===== src/rtl/adr_deserializer.sv =====
// Address capture from two 74HC165-style PISO chains into a 2*BITS word with a valid strobe.
// Optional build macro ADR_SYNC_EN: 2-flop pin synchronizers and a LOW phase stretched by two cycles.
//
// state  | meaning
// IDLE   | chains in shift mode, SRCLK low, waiting for i_start
// LOAD   | SHLD low for LOAD_CYCLES cycles, parallel load into the chains
// LOW    | SRCLK low half-period; last cycle samples QH of both chains
// HIGH   | SRCLK high half-period; the rising edge advances the chains
// DONE   | publish captured word, one-cycle o_valid
module adr_deserializer #(
  parameter int BITS        = 8,
  parameter int DIV         = 2,
  parameter int LOAD_CYCLES = 2
) (
  input  logic              clk,
  input  logic              reset,
  input  logic              i_start,
  input  logic              adrin1,
  input  logic              adrin2,
  output logic              o_shld,
  output logic              o_serclk,
  output logic [2*BITS-1:0] o_address,
  output logic              o_valid,
  output logic              o_busy
);

`ifdef ADR_SYNC_EN
  localparam int LOW_LEN = DIV + 2;
`else
  localparam int LOW_LEN = DIV;
`endif
  localparam int HPW = $clog2(DIV + 2);
  localparam int LDW = $clog2(LOAD_CYCLES + 1);
  localparam int NW  = (BITS > 1) ? $clog2(BITS) : 1;

  typedef enum logic [2:0] {
    S_IDLE,
    S_LOAD,
    S_LOW,
    S_HIGH,
    S_DONE
  } state_t;

  state_t              state_q, state_d;
  logic [LDW-1:0]      ld_cnt_q, ld_cnt_d;
  logic [HPW-1:0]      hp_cnt_q, hp_cnt_d;
  logic [NW-1:0]       n_q, n_d;
  logic [BITS-1:0]     sr1_q, sr1_d;
  logic [BITS-1:0]     sr2_q, sr2_d;
  logic [2*BITS-1:0]   addr_q, addr_d;
  logic                shld_q, serclk_q, valid_q, busy_q;
  logic                smp1, smp2;
  logic [BITS-1:0]     sr1_sh, sr2_sh;

`ifdef ADR_SYNC_EN
  logic [1:0] sync1_q, sync2_q;

  always_ff @(posedge clk) begin
    if (reset) begin
      sync1_q <= '0;
      sync2_q <= '0;
    end else begin
      sync1_q <= {sync1_q[0], adrin1};
      sync2_q <= {sync2_q[0], adrin2};
    end
  end

  assign smp1 = sync1_q[1];
  assign smp2 = sync2_q[1];
`else
  assign smp1 = adrin1;
  assign smp2 = adrin2;
`endif

  // QH arrives MSB first, so a plain left shift lands bit 0 last.
  assign sr1_sh = {sr1_q[BITS-2:0], smp1};
  assign sr2_sh = {sr2_q[BITS-2:0], smp2};

  always_comb begin
    state_d  = state_q;
    ld_cnt_d = ld_cnt_q;
    hp_cnt_d = hp_cnt_q;
    n_d      = n_q;
    sr1_d    = sr1_q;
    sr2_d    = sr2_q;
    addr_d   = addr_q;
    case (state_q)
      S_IDLE: begin
        if (i_start) begin
          state_d  = S_LOAD;
          ld_cnt_d = LDW'(LOAD_CYCLES - 1);
        end
      end
      S_LOAD: begin
        if (ld_cnt_q == '0) begin
          state_d  = S_LOW;
          hp_cnt_d = HPW'(LOW_LEN - 1);
          n_d      = '0;
        end else begin
          ld_cnt_d = ld_cnt_q - 1'b1;
        end
      end
      S_LOW: begin
        if (hp_cnt_q == '0) begin
          sr1_d = sr1_sh;
          sr2_d = sr2_sh;
          if (n_q == NW'(BITS - 1)) begin
            state_d = S_DONE;
            addr_d  = {sr1_sh, sr2_sh};
          end else begin
            state_d  = S_HIGH;
            hp_cnt_d = HPW'(DIV - 1);
          end
        end else begin
          hp_cnt_d = hp_cnt_q - 1'b1;
        end
      end
      S_HIGH: begin
        if (hp_cnt_q == '0) begin
          state_d  = S_LOW;
          hp_cnt_d = HPW'(LOW_LEN - 1);
          n_d      = n_q + 1'b1;
        end else begin
          hp_cnt_d = hp_cnt_q - 1'b1;
        end
      end
      S_DONE: begin
        state_d = S_IDLE;
      end
      default: begin
        state_d = S_IDLE;
      end
    endcase
  end

  // Pin-facing outputs are decoded from the next state so they come straight off flops.
  always_ff @(posedge clk) begin
    if (reset) begin
      state_q  <= S_IDLE;
      ld_cnt_q <= '0;
      hp_cnt_q <= '0;
      n_q      <= '0;
      sr1_q    <= '0;
      sr2_q    <= '0;
      addr_q   <= '0;
      shld_q   <= 1'b1;
      serclk_q <= 1'b0;
      valid_q  <= 1'b0;
      busy_q   <= 1'b0;
    end else begin
      state_q  <= state_d;
      ld_cnt_q <= ld_cnt_d;
      hp_cnt_q <= hp_cnt_d;
      n_q      <= n_d;
      sr1_q    <= sr1_d;
      sr2_q    <= sr2_d;
      addr_q   <= addr_d;
      shld_q   <= (state_d != S_LOAD);
      serclk_q <= (state_d == S_HIGH);
      valid_q  <= (state_d == S_DONE);
      busy_q   <= (state_d == S_LOAD) || (state_d == S_LOW) || (state_d == S_HIGH);
    end
  end

  assign o_shld    = shld_q;
  assign o_serclk  = serclk_q;
  assign o_address = addr_q;
  assign o_valid   = valid_q;
  assign o_busy    = busy_q;

endmodule


===== config.mk =====
export PLATFORM = sky130hd
export DESIGN_NAME = adr_deserializer
export DESIGN_NICKNAME = d
export VERILOG_FILES = /design/src/rtl/adr_deserializer.sv
export SDC_FILE = /design/constraint.sdc
export NUM_CORES = 1
export LEC_CHECK = 0
export BUFFER_PORTS_ARGS = -buffer_cell sky130_fd_sc_hd__buf_2
export CORE_UTILIZATION = 49
export CTS_CLUSTER_DIAMETER = 50
export DETAILED_ROUTE_END_ITERATION = 8
export HOLD_SLACK_MARGIN = 0.15
export PLACE_DENSITY = 0.8
export SLEW_MARGIN = 20
export SYNTH_ARGS = -nofsm -noshare
export SYNTH_HDL_FRONTEND = slang
export SYNTH_SLANG_ARGS = --single-unit

===== constraint.sdc =====
create_clock -name clk -period 1.54 [get_ports clk]
set_input_delay 0.462 -clock clk [delete_from_list [all_inputs] [get_ports clk]]
set_output_delay 0.462 -clock clk [all_outputs]
set_load 0.02 [all_outputs]

**Word-level counts from Yosys, hierarchy flattened**

Cells that the tools add are included.

- Register bits after elaboration: 44
- Input port bits: 5
- Bits in latches: 0
- ROM bits: 0
- Memory bits (writable): 0
- Logic and storage cells: 58
- Memories kept: 0

- Multipliers: 0
- Bitwise gates (word level): 0
- Reduce and logical (&&, ||, !) cells: 13
- Order comparisons: 0
- $add $sub $neg: 3
- Eq/ne operators: 14
- Shift operators: 0
- Multiplexer cells: 17
- Divide/modulo/power cells: 0

Operators with widths:

| operator | count |
|---|---|
| 3-bit two-way mux | 7 |
| 3-bit by 2-bit == test with 1-bit output, second input constant | 4 |
| 2-bit two-way mux | 6 |
| 3-bit one-hot mux with 4 select lines | 1 |
| 3-bit AND reduction | 4 |
| 2-bit inequality test, second input constant | 4 |
| 3-bit by 1-bit == test with 1-bit output, second input constant | 2 |
| 3-bit == test, second input constant | 2 |
| 2-bit one-hot mux with 3 select lines | 1 |
| 3-bit one-hot mux with 2 select lines | 1 |
| 2-bit zero test | 2 |
| 2-bit one-hot mux with 2 select lines | 1 |
| 2-bit nonzero test | 2 |
| 2-bit by 1-bit subtractor with 2-bit output, second input constant | 2 |
| 3-bit by 1-bit adder with 3-bit output, second input constant | 1 |
| 3-bit zero test | 1 |
| 3-bit by 1-bit inequality test with 1-bit output, second input constant | 1 |
| 3-bit inequality test, second input constant | 1 |
| 3-bit nonzero test | 1 |
| 1-bit logical OR | 2 |
| 2-bit AND reduction | 1 |

**Depth between registers and ports, before layout**

Gate-level depths: netlist of the first run.

- Word-level depth: 7
- Depth in mapped cells: 7

**Worst setup path before layout of the first run**

No wires, ideal clock.

- Path type: register to register
- Start: reg n_q[0]
- End: reg busy_q (netlist: o_busy)
- Clock period less this slack: 1557 ps
- Arrival time: 1478 ps
- Setup slack: -17 ps
- Library setup time: 79 ps
- Stages on the path, launching flop included: 7
- Path through: dfxtp_1 > ha_1 > ha_1 > or4_1 > a21oi_1 > nor2_1 > a211oi_2

- Word-level cells in the longest chain between the ends: 7
- Elaborated cells on any way between the ends: 9

Ends and longest elaborated chain:

| element | RTL line | text |
|---|---|---|
| start: declaration | 47 | `logic [NW-1:0] n_q, n_d;` |
| start signal: assignment | 154 | `n_q <= n_d;` |
| 3-bit == test * | 107 | `if (n_q == NW'(BITS - 1)) begin` |
| 3-bit two-way mux * | 107 |  |
| 3-bit two-way mux * | 104 | `if (hp_cnt_q == '0) begin` |
| 3-bit one-hot mux with 4 select lines * | 87 | `case (state_q)` |
| 3-bit by 1-bit == test with 1-bit output / 3-bit by 2-bit == test with 1-bit output (equally long branches) | 161 | `busy_q <= (state_d == S_LOAD) \|\| (state_d == S_LOW) \|\| (state_d == S_HIGH);` |
| 1-bit logical OR | 161 |  |
| 1-bit logical OR * | 161 |  |
| end signal: assignment | 161 |  |
| end: declaration | 51 | `logic shld_q, serclk_q, valid_q, busy_q;` |

Mark *: on every way between the ends. The rest lies on a longest branch, timed or not.
A chain may end at the register's enable or synchronous reset.

**Worst setup path after layout of the first run**

Ends and elaborated chain as after synthesis.

==> results.py, run 1 <==
metrics = {
    "outcome": {
        "status": "finished with violations",
        "violations": "setup timing",
    },
    "finish": {
        "design_area_um2": 2000,
        "area_delta_synth_final_pct": 19.5,
        "nets": 239,
        "final_layout_size_suffix_gt1_frac": 0.250,
        "most-common-layout-cells": "nand2_1 (65), dfxtp_1 (42), a21oi_1 (34)",
        "layout_commonest_cell": "nand2_1",
        "nFillCells": 281,
        "diodes": 0,
    },
    "sta": {
        "slew_headroom": 0.702,
        "clock_skew_ps": 7.37,
        "slew_viol_final": 0,
        "setup_ws_ps": -3.98,
        "layout_min_cycle_time_ps": 1540,
        "tightest_slew_ps": 447,
        "hold_viol": 0,
        "setup-violations-final": 1,
        "timing.hold.ws_ps": 334,
        "rsz0062_at_grt": "true",
        "fin_crit_sh": 1.00,
        "finalSetupTns_ps": -3.98,
        "timing.fmax_mhz": 648,
    },
    "grt": {
        "first_global_vias": 1249,
        "gr-usage-all-layers": 0.197,
        "grt_overflow": 0,
        "grt_pass1_wl_mm": 5.30,
        "grt_max_degree": 23,
        "antenna_found_initial": 0,
    },
    "critical_path": {
        "cp-start-kind": "register",
        "crit_top_cell": "ha_4",
        "critPathArrivalTime_ps": 1840,
        "slowest_delay_ps": 410,
        "endpoint_kind": "register",
        "cp_max_fo": 3,
        "crit_slowest_cell": "or4_4",
        "path_cells": "ha_4, ha_4, or4_4, a21oi_2, nor2_2, a211oi_2",
        "critPathKind": "reg -> reg",
        "cp.required_ps": 1830,
    },
    "synthesis": {
        "synthArstFlopShare": 0,
        "synth_area_leaders": "dfxtp_1 (52%), nand2_1 (15%), a21oi_1 (10%), ha_1 (2.2%), nor2_1 (2.0%)",
        "synth_seq_cells": 44,
        "syn_area_per_cell_um2": 8.31,
        "ys_warn_count": 0,
        "synth_fp_nets": 210,
        "synth_top_cell_by_area": "dfxtp_1",
        "ys.flop_type": "dfxtp_1",
        "synth_cells": 202,
        "synth.distinct_cells": 34,
        "synth-edff-count": 0,
        "synth_top_cell_area_share": 0.525,
        "synth_area_um2": 1680,
        "ys_seq_area_frac": 0.525,
    },
    "cts": {
        "clkTransAtPathRegs_ps": 130,
        "cts_buffer_depth": 2,
        "numCtsBuffers": 5,
        "h-tree-depth": 2,
        "cts.sinks": 44,
        "cts_tree": "done",
        "cts_setup_buffers": 0,
        "cts_hold_buf": 0,
        "clock_latency_ps": 360,
        "cts-root-buf": "clkbuf_4",
    },
    "drt": {
        "remaining_drc_errors": 0,
        "routed_via_density": 5.18,
        "wl_per_cell_um": 12.2,
        "drt_pass1_iterations": 4,
        "num_vias": 1429,
        "postRouteWirelength_mm": 3.36,
        "drt_iter0_drc": 48,
        "ant_nets": 0,
    },
    "floorplan": {
        "core_area_um2": 3150,
        "dieArea_um2": 3660,
        "initial_core_util": 0.532,
        "fp.dieW_um": 60.5,
        "pin_count": 25,
        "fp.dieH_um": 60.5,
        "row_count": 20,
    },
    "placed_design": {
        "place_congestion": 0.844,
        "dpl.hpwl_mm": 2.16,
        "postPlaceCellArea_um2": 1880,
        "io_buffers": 24,
    },
    "power_and_ir_drop": {
        "power_density_nw_per_um2": 1050,
        "p_leak_uw": 0.000746,
        "ir_drop_mv": 0.606,
    },
    "run": {
        "maxCapViolCount": 0,
    },
    "worst_hold_path": {
        "hold_path_class": "in -> reg",
    },
}
report_power, final:
group / internal (uW) / leakage (uW) / switching (uW)
sequential: 1170 / 0.000357 / 31.0
combinational: 125 / 0.000357 / 183
clock: 224 / 0.0000315 / 370
total: 1520 / 0.000746 / 584
path summary, 6_finish.rpt:
| kind | to | start | slack [ps] | cells after the start |
|---|---|---|---|---|
| max | o_busy$_SDFF_PP0_ | n_q[0]$_SDFFE_PP0P_ | -4 | 6 |
| min reg2reg | o_address[0]$_SDFFE_PP0P_ | o_address[0]$_SDFFE_PP0P_ | 460 | 2 |
| max reg2reg | o_busy$_SDFF_PP0_ | n_q[0]$_SDFFE_PP0P_ | -4 | 6 |
| min | sr1_q[0]$_SDFFE_PP0P_ | adrin1 | 330 | 3 |
timing repair:
| item | CTS | global route |
|---|---|---|
| pin swaps | 3 | 1 |
| endpoints found under the setup margin | 14 | 38 |
| gates resized for setup | 9 | 7 |
registers in the layout, summed over array words and instances (netlist names), 2 cells and up:
| name | cells |
|---|---|
| n_q | 3 |
| o_address | 16 |
| state_q | 3 |
| sr1_q | 7 |
| ld_cnt_q | 2 |
| sr2_q | 7 |
| hp_cnt_q | 2 |
cells by family after synthesis:
| group | Yosys count | share of synthesized area |
|---|---|---|
| buf+inv | 14 | 0.0440 |
| simple gates | 96 | 0.252 |
| mux | 1 | 0.00597 |
| flops | 44 | 0.525 |
| fa+ha+maj | 3 | 0.0224 |
| compound gates | 44 | 0.151 |
cells in the mapped netlist, types with 2 or more instances:
master and count:
buf_6 2, buf_2 2, nor3b_1 2, dfxtp_1 44, or2_1 2, ha_1 3, nand2b_1 3, nor2_1 9
inv_1 2, a21oi_1 35, nor2b_1 3, nand3_1 2, clkbuf_1 7, nand2_1 66
critical path: cells and delay by family (launching register included):
family / cells / cell delay (ps)
AND/OR/NAND/NOR: 2 / 480
flip-flops: 1 / 360
AO/OA/AOI/OAI: 2 / 330
adder cells (fa/ha/maj): 2 / 310
area by class of cell:
cell class / count / area (um^2) / area share
sequential: 44 / 883 / 0.441
multi-input combinational: 144 / 788 / 0.393
timing repair buffer: 34 / 208 / 0.104
clock buffer: 7 / 55.1 / 0.0275
tap: 44 / 55.1 / 0.0275
clock inverter: 1 / 7.51 / 0.00375
inverter: 2 / 7.51 / 0.00375
metrics by stage:
step | util | power, uW | cells | worst slack [ps]
6_report | 0.636 | 2110 | 276 | -3.98
5_1_grt | 0.636 | 2200 | 276 | -49.8
4_1_cts | 0.627 | 2080 | 276 | -2.31
3_5_place_dp | 0.595 | 1500 | 268 | -46.5
3_3_place_gp | 0.595 | 1490 | 268 | -1.77
2_1_floorplan | - | 1420 | 202 | 10.7
per-layer routing:
layer,up-vias,GRT usage,part of all wire
met2,23,0.319,0.48
met4,0,0.117,0.024
met5,-,0,0
li1,728,-,-
met3,9,0.0490,0.035
met1,669,0.237,0.46
Note: power is estimated with default switching activity, not from simulation.
==> inputs of run 2 (changes only) <==
--- a/config.mk
+++ b/config.mk
@@ -5,7 +5,7 @@
 export SDC_FILE = /design/constraint.sdc
 export NUM_CORES = 1
 export LEC_CHECK = 0
-export BUFFER_PORTS_ARGS = -buffer_cell sky130_fd_sc_hd__buf_2
+export BUFFER_PORTS_ARGS = -buffer_cell sky130_fd_sc_hd__buf_4
 export CORE_UTILIZATION = 49
 export CTS_CLUSTER_DIAMETER = 50
 export DETAILED_ROUTE_END_ITERATION = 8
==> run 2 against run 1 <==
Net effect:
- the flow now finishes without violations
- clock power is 1% higher
- global-route usage fell by 0.39 points
- maximum frequency up 0.50%
- via count shrank 1.2%
- flip-flop and latch count unchanged
- register-to-register slack is essentially flat
- clock skew increased by 4.0 ps
- sequential share of layout area decreased by 1.5 points
- die area unchanged
- critical endpoint unchanged
==> results.py, run 2 (synthesized netlist as in run 1, its figures left out) <==
metrics = {
    "drt": {
        "num_vias": 1412,
        "ant_nets": 0,
        "drt_pass1_iterations": 4,
        "routed_via_density": 5.12,
        "remaining_drc_errors": 0,
        "wl_per_cell_um": 11.7,
        "postRouteWirelength_mm": 3.22,
        "drt_iter0_drc": 63,
    },
    "critical_path": {
        "endpoint": "o_busy$_SDFF_PP0_",
        "crit_family": "simple AND/OR/NAND/NOR gates",
        "endpoint_kind": "register",
        "crit_slowest_cell": "or4_4",
        "cp.required_ps": 1820,
        "rr_startpoint": "n_q[0]$_SDFFE_PP0P_",
        "critPathArrivalTime_ps": 1820,
        "r2r_slack_ps": 4,
        "cp_max_fo": 3,
        "reg2regPathDepth": 6,
        "critical_path.startpoint": "n_q[0]$_SDFFE_PP0P_",
        "worstSetupPathDepth": 6,
        "r2r-end": "o_busy$_SDFF_PP0_",
        "crit_top_cell": "ha_4",
        "slowest_delay_ps": 410,
        "critPathKind": "reg -> reg",
        "worst-path-buf-inv": 0,
        "cp-start-kind": "register",
        "path_cells": "ha_4, ha_4, or4_4, a21oi_2, nor2_2, a211oi_2",
    },
    "sta": {
        "setup-violations-final": 0,
        "clock_skew_ps": 11.4,
        "hold_viol": 0,
        "timing.fmax_mhz": 651,
        "slew_viol_final": 0,
        "finalSetupTns_ps": 0,
        "tightest_slew_ps": 449,
        "slew_headroom": 0.701,
        "layout_min_cycle_time_ps": 1540,
        "setup_ws_ps": 3.76,
        "fin_crit_sh": 0.998,
        "rsz0062_at_grt": "true",
    },
    "power_and_ir_drop": {
        "ir_drop_mv": 0.513,
        "p_leak_uw": 0.000774,
        "total_power_uw": 2130,
        "power_density_nw_per_um2": 1030,
    },
    "placed_design": {
        "io_buffers": 24,
        "place_congestion": 0.748,
        "dp_worst_setup_slack_ps": -21.0,
        "dpl.hpwl_mm": 2.05,
        "postPlaceCellArea_um2": 1940,
    },
    "floorplan": {
        "core_area_um2": 3150,
        "fp.dieW_um": 60.5,
        "dieArea_um2": 3660,
        "pin_count": 25,
        "fp.dieH_um": 60.5,
        "row_count": 20,
        "initial_core_util": 0.532,
    },
    "cts": {
        "clkTransAtPathRegs_ps": 120,
        "numCtsBuffers": 5,
        "cts_buffer_depth": 2,
        "clock_latency_ps": 350,
        "cts.sinks": 44,
        "cts_tree": "done",
        "h-tree-depth": 2,
        "cts-root-buf": "clkbuf_4",
    },
    "grt": {
        "grt_pass1_wl_mm": 5.18,
        "gr-usage-all-layers": 0.193,
        "antenna_found_initial": 0,
        "grt_max_degree": 45,
        "first_global_vias": 1210,
        "grt_overflow": 0,
    },
    "finish": {
        "nFillCells": 286,
        "nets": 240,
        "multi_input_area_um2": 778,
        "most-common-layout-cells": "nand2_1 (65), dfxtp_1 (40), a21oi_1 (34)",
        "design_area_um2": 2080,
        "layout_commonest_cell": "nand2_1",
        "largest_reg_flops": 16,
        "final_layout_size_suffix_gt1_frac": 0.250,
        "area_delta_synth_final_pct": 23.9,
        "diodes": 0,
        "area.sequential_um2": 886,
    },
    "worst_hold_path": {
        "hold_path_class": "in -> reg",
    },
    "outcome": {
        "status": "complete, no violations",
    },
    "run": {
        "maxCapViolCount": 0,
    },
}
-- run 2: worst min-delay path by stage --
stage / endpoint / depth (start not counted) / slack, ps / from
3_3_place_gp: o_address[7]$_SDFFE_PP0P_ / 2 / 450 / sr2_q[6]$_SDFFE_PP0P_
4_1_cts: sr2_q[0]$_SDFFE_PP0P_ / 3 / 340 / adrin2
5_1_grt: sr2_q[0]$_SDFFE_PP0P_ / 3 / 330 / adrin2
6_report: sr2_q[0]$_SDFFE_PP0P_ / 3 / 350 / adrin2
3_5_place_dp: o_address[10]$_SDFFE_PP0P_ / 2 / 450 / o_address[10]$_SDFFE_PP0P_
2_1_floorplan: o_address[15]$_SDFFE_PP0P_ / 2 / 430 / sr1_q[6]$_SDFFE_PP0P_
-- run 2: what timing repair did --
item                                    in CTS  in global routing
endpoints found under the setup margin       2                 37
hold buffers                                 0                  0
hold endpoints to repair                     0                  0
resized for setup                            8                  7
gates cloned                                 0                  0
buffers inserted                             0                  2
pin swaps                                    3                  2
-- run 2: final cells by class --
type / count / area share
clock buffers: 7 / 0.0313
inverters: 2 / 0.00361
repair buffers: 35 / 0.138
multi-input cells: 144 / 0.374
well taps: 44 / 0.0265
flip-flops and latches: 44 / 0.426
-- run 2: worst register-to-register path, cell delays in order, from the launching register on --
cell and delay [ps]:
dfxtp_2 360, ha_4 160, ha_4 150, or4_4 410
a21oi_2 150, nor2_2 70, a211oi_2 160
-- run 2: power by group --
group / internal, uW / switching, uW / leakage [uW]
sequential: 1170 / 40.3 / 0.000357
clock: 259 / 342 / 0.0000374
combinational: 150 / 167 / 0.000379
-- run 2: per-layer routing --
metal / vias to the layer above / global-route usage / wire length (um)
met5: - / 0 / 0
met4: 0 / 0.0877 / 58
met3: 6 / 0.0576 / 116
met2: 23 / 0.312 / 1490
met1: 654 / 0.238 / 1550
li1: 729 / - / -
-- run 2: per-stage QoR --
step | hold WS, ps | utilization | std cells
after floorplan | 432 | - | 202
after global placement | 445 | 0.616 | 267
after detailed placement | 447 | 0.616 | 267
after CTS | 340 | 0.648 | 274
after global routing | 329 | 0.660 | 276
final | 351 | 0.660 | 276
==> inputs of run 3 (changes only) <==
--- a/config.mk
+++ b/config.mk
@@ -5,6 +5,7 @@
 export SDC_FILE = /design/constraint.sdc
 export NUM_CORES = 1
 export LEC_CHECK = 0
+export ABC_AREA = 1
 export BUFFER_PORTS_ARGS = -buffer_cell sky130_fd_sc_hd__buf_4
 export CORE_UTILIZATION = 49
 export CTS_CLUSTER_DIAMETER = 50
==> run 3 against run 2 <==
Net effect:
- worst hold slack got worse by 57 ps
- combinational power increased by 10%
- sequential power up 6%
- die area is 0.79% lower
- clock skew increased by 4.1 ps
- power grew 11%
- critical path type is now reg -> out
- largest cell class unchanged
==> results.py, run 3 <==
metrics = {
    "grt": {
        "gr-usage-all-layers": 0.197,
        "first_global_vias": 1166,
        "grt_max_degree": 23,
        "grt_overflow": 0,
        "grt_pass1_wl_mm": 5.15,
        "antenna_found_initial": 0,
    },
    "power_and_ir_drop": {
        "p_leak_uw": 0.000962,
        "ir_drop_mv": 0.660,
        "power_density_nw_per_um2": 1200,
    },
    "synthesis": {
        "synth_seq_cells": 44,
        "synthArstFlopShare": 0,
        "synth.distinct_cells": 19,
        "synth.most_common_cell": "nand2_1",
        "synth_cells": 212,
        "synth_fp_nets": 220,
        "synth_area_um2": 1660,
        "ys_warn_count": 0,
        "synth-edff-count": 0,
        "synthTopCellsByCount": "nand2_1 (48), nor2_1 (46), dfxtp_1 (44), nand3_1 (22), o21ai_0 (16)",
        "ys_seq_area_frac": 0.529,
        "synth_top_cell_area_share": 0.529,
        "syn_area_per_cell_um2": 7.85,
        "ys.flop_type": "dfxtp_1",
        "synth_area_leaders": "dfxtp_1 (53%), nand2_1 (11%), nor2_1 (10%), nand3_1 (6.6%), o21ai_0 (4.8%)",
        "synth_top_cell_by_area": "dfxtp_1",
    },
    "sta": {
        "hold_viol": 0,
        "setup-violations-final": 0,
        "finalSetupTns_ps": 0,
        "tightest_slew_ps": 268,
        "fin_crit_sh": 0.883,
        "clock_skew_ps": 15.5,
        "slew_headroom": 0.820,
        "setup_ws_ps": 180,
        "layout_min_cycle_time_ps": 1360,
        "timing.fmax_mhz": 735,
        "rsz0062_at_grt": "false",
        "slew_viol_final": 0,
    },
    "critical_path": {
        "path_cells": "buf_4",
        "reg2regPathDepth": 7,
        "cp_max_fo": 2,
        "endpoint_kind": "output port",
        "cp-start-kind": "register",
        "worst-path-buf-inv": 1,
        "slowest_delay_ps": 380,
        "crit_family": "flip-flops",
        "critical_path.startpoint": "o_address[7]$_SDFFE_PP0P_",
        "crit_slowest_cell": "dfxtp_1",
        "critPathArrivalTime_ps": 900,
        "cp.required_ps": 1080,
        "rr_startpoint": "state_q[0]$_SDFF_PP0_",
        "r2r-end": "n_q[1]$_SDFFE_PP0P_",
        "critPathKind": "reg -> out",
        "endpoint": "o_address[7]",
        "worstSetupPathDepth": 1,
        "r2r_slack_ps": 220,
    },
    "finish": {
        "nFillCells": 297,
        "layout_commonest_cell": "nand2_1",
        "diodes": 0,
        "final_layout_size_suffix_gt1_frac": 0.183,
        "area_delta_synth_final_pct": 18.8,
        "fin_util": 0.632,
        "largest_reg_flops": 16,
        "most-common-layout-cells": "nand2_1 (48), nor2_1 (46), dfxtp_1 (44)",
        "stdcell_count": 285,
        "nets": 248,
    },
    "cts": {
        "cts_buffer_depth": 2,
        "cts_setup_buffers": 0,
        "clkTransAtPathRegs_ps": 140,
        "cts.sinks": 44,
        "cts_hold_buf": 0,
        "clock_latency_ps": 370,
        "cts_tree": "done",
        "cts-root-buf": "clkbuf_4",
        "h-tree-depth": 2,
        "numCtsBuffers": 5,
        "cts_resized": 0,
    },
    "floorplan": {
        "initial_core_util": 0.532,
        "dieArea_um2": 3630,
        "core_area_um2": 3130,
        "row_count": 20,
        "pin_count": 25,
        "fp.dieW_um": 60.3,
        "fp.dieH_um": 60.3,
    },
    "drt": {
        "wl_per_cell_um": 10.7,
        "num_vias": 1337,
        "postRouteWirelength_mm": 3.05,
        "drt_iter0_drc": 46,
        "ant_nets": 0,
        "drt_pass1_iterations": 4,
        "routed_via_density": 4.69,
        "remaining_drc_errors": 0,
    },
    "worst_hold_path": {
        "hold_path_class": "in -> reg",
    },
    "placed_design": {
        "dp_worst_setup_slack_ps": 249,
        "io_buffers": 24,
        "placed_cells": 277,
        "dpl.hpwl_mm": 2.07,
        "place_congestion": 0.853,
    },
    "run": {
        "maxCapViolCount": 0,
    },
    "outcome": {
        "status": "complete, no violations",
    },
}
run 3: worst min-delay path by stage:
stage                     startpoint                         end  depth (start not counted)
2_1_floorplan  sr1_q[6]$_SDFFE_PP0P_  o_address[15]$_SDFFE_PP0P_                          2
3_3_place_gp   sr1_q[6]$_SDFFE_PP0P_  o_address[15]$_SDFFE_PP0P_                          2
3_5_place_dp   sr1_q[6]$_SDFFE_PP0P_  o_address[15]$_SDFFE_PP0P_                          2
4_1_cts                       adrin2   o_address[0]$_SDFFE_PP0P_                          3
5_1_grt                       adrin1   o_address[8]$_SDFFE_PP0P_                          3
6_report                      adrin1   o_address[8]$_SDFFE_PP0P_                          3
run 3: logic make-up after synthesis:
family,after synthesis,synth area share
flip-flops,44,0.529
AO/OA/AOI/OAI,22,0.0677
buffers and inverters,22,0.0594
AND/OR/NAND/NOR,121,0.321
adder cells (fa/ha/maj),3,0.0226
run 3: area by class of cell:
class / instances / area [um^2] / share of cell area
clock inverter: 3 / 47.5 / 0.0241
timing repair buffer: 29 / 218 / 0.110
clock buffer: 5 / 37.5 / 0.0190
tap: 44 / 55.1 / 0.0278
sequential: 44 / 881 / 0.446
multi-input combinational: 146 / 684 / 0.346
inverter: 14 / 53.8 / 0.0272
run 3: routing by layer:
layer,wire length (um),GRT usage,up-vias
met3,155,0.0714,4
li1,-,-,723
met1,1550,0.255,577
met2,1310,0.295,33
met4,30,0.0797,0
met5,0,0,-
run 3: per-stage QoR:
stage	cell area (um^2)	power (uW)	hold slack, ps
floorplan	1660	1560	420
global placement	1890	1650	431
detailed placement	1890	1660	442
CTS	1980	2380	286
global route	1980	2510	288
finish	1980	2370	294
run 3: where the power goes:
| group | leakage, uW | switching [uW] | total [uW] | internal, uW |
|---|---|---|---|---|
| Clock | 0.0000454 | 387 | 734 | 347 |
| Combinational | 0.000559 | 216 | 349 | 133 |
| Sequential | 0.000358 | 56.2 | 1280 | 1230 |
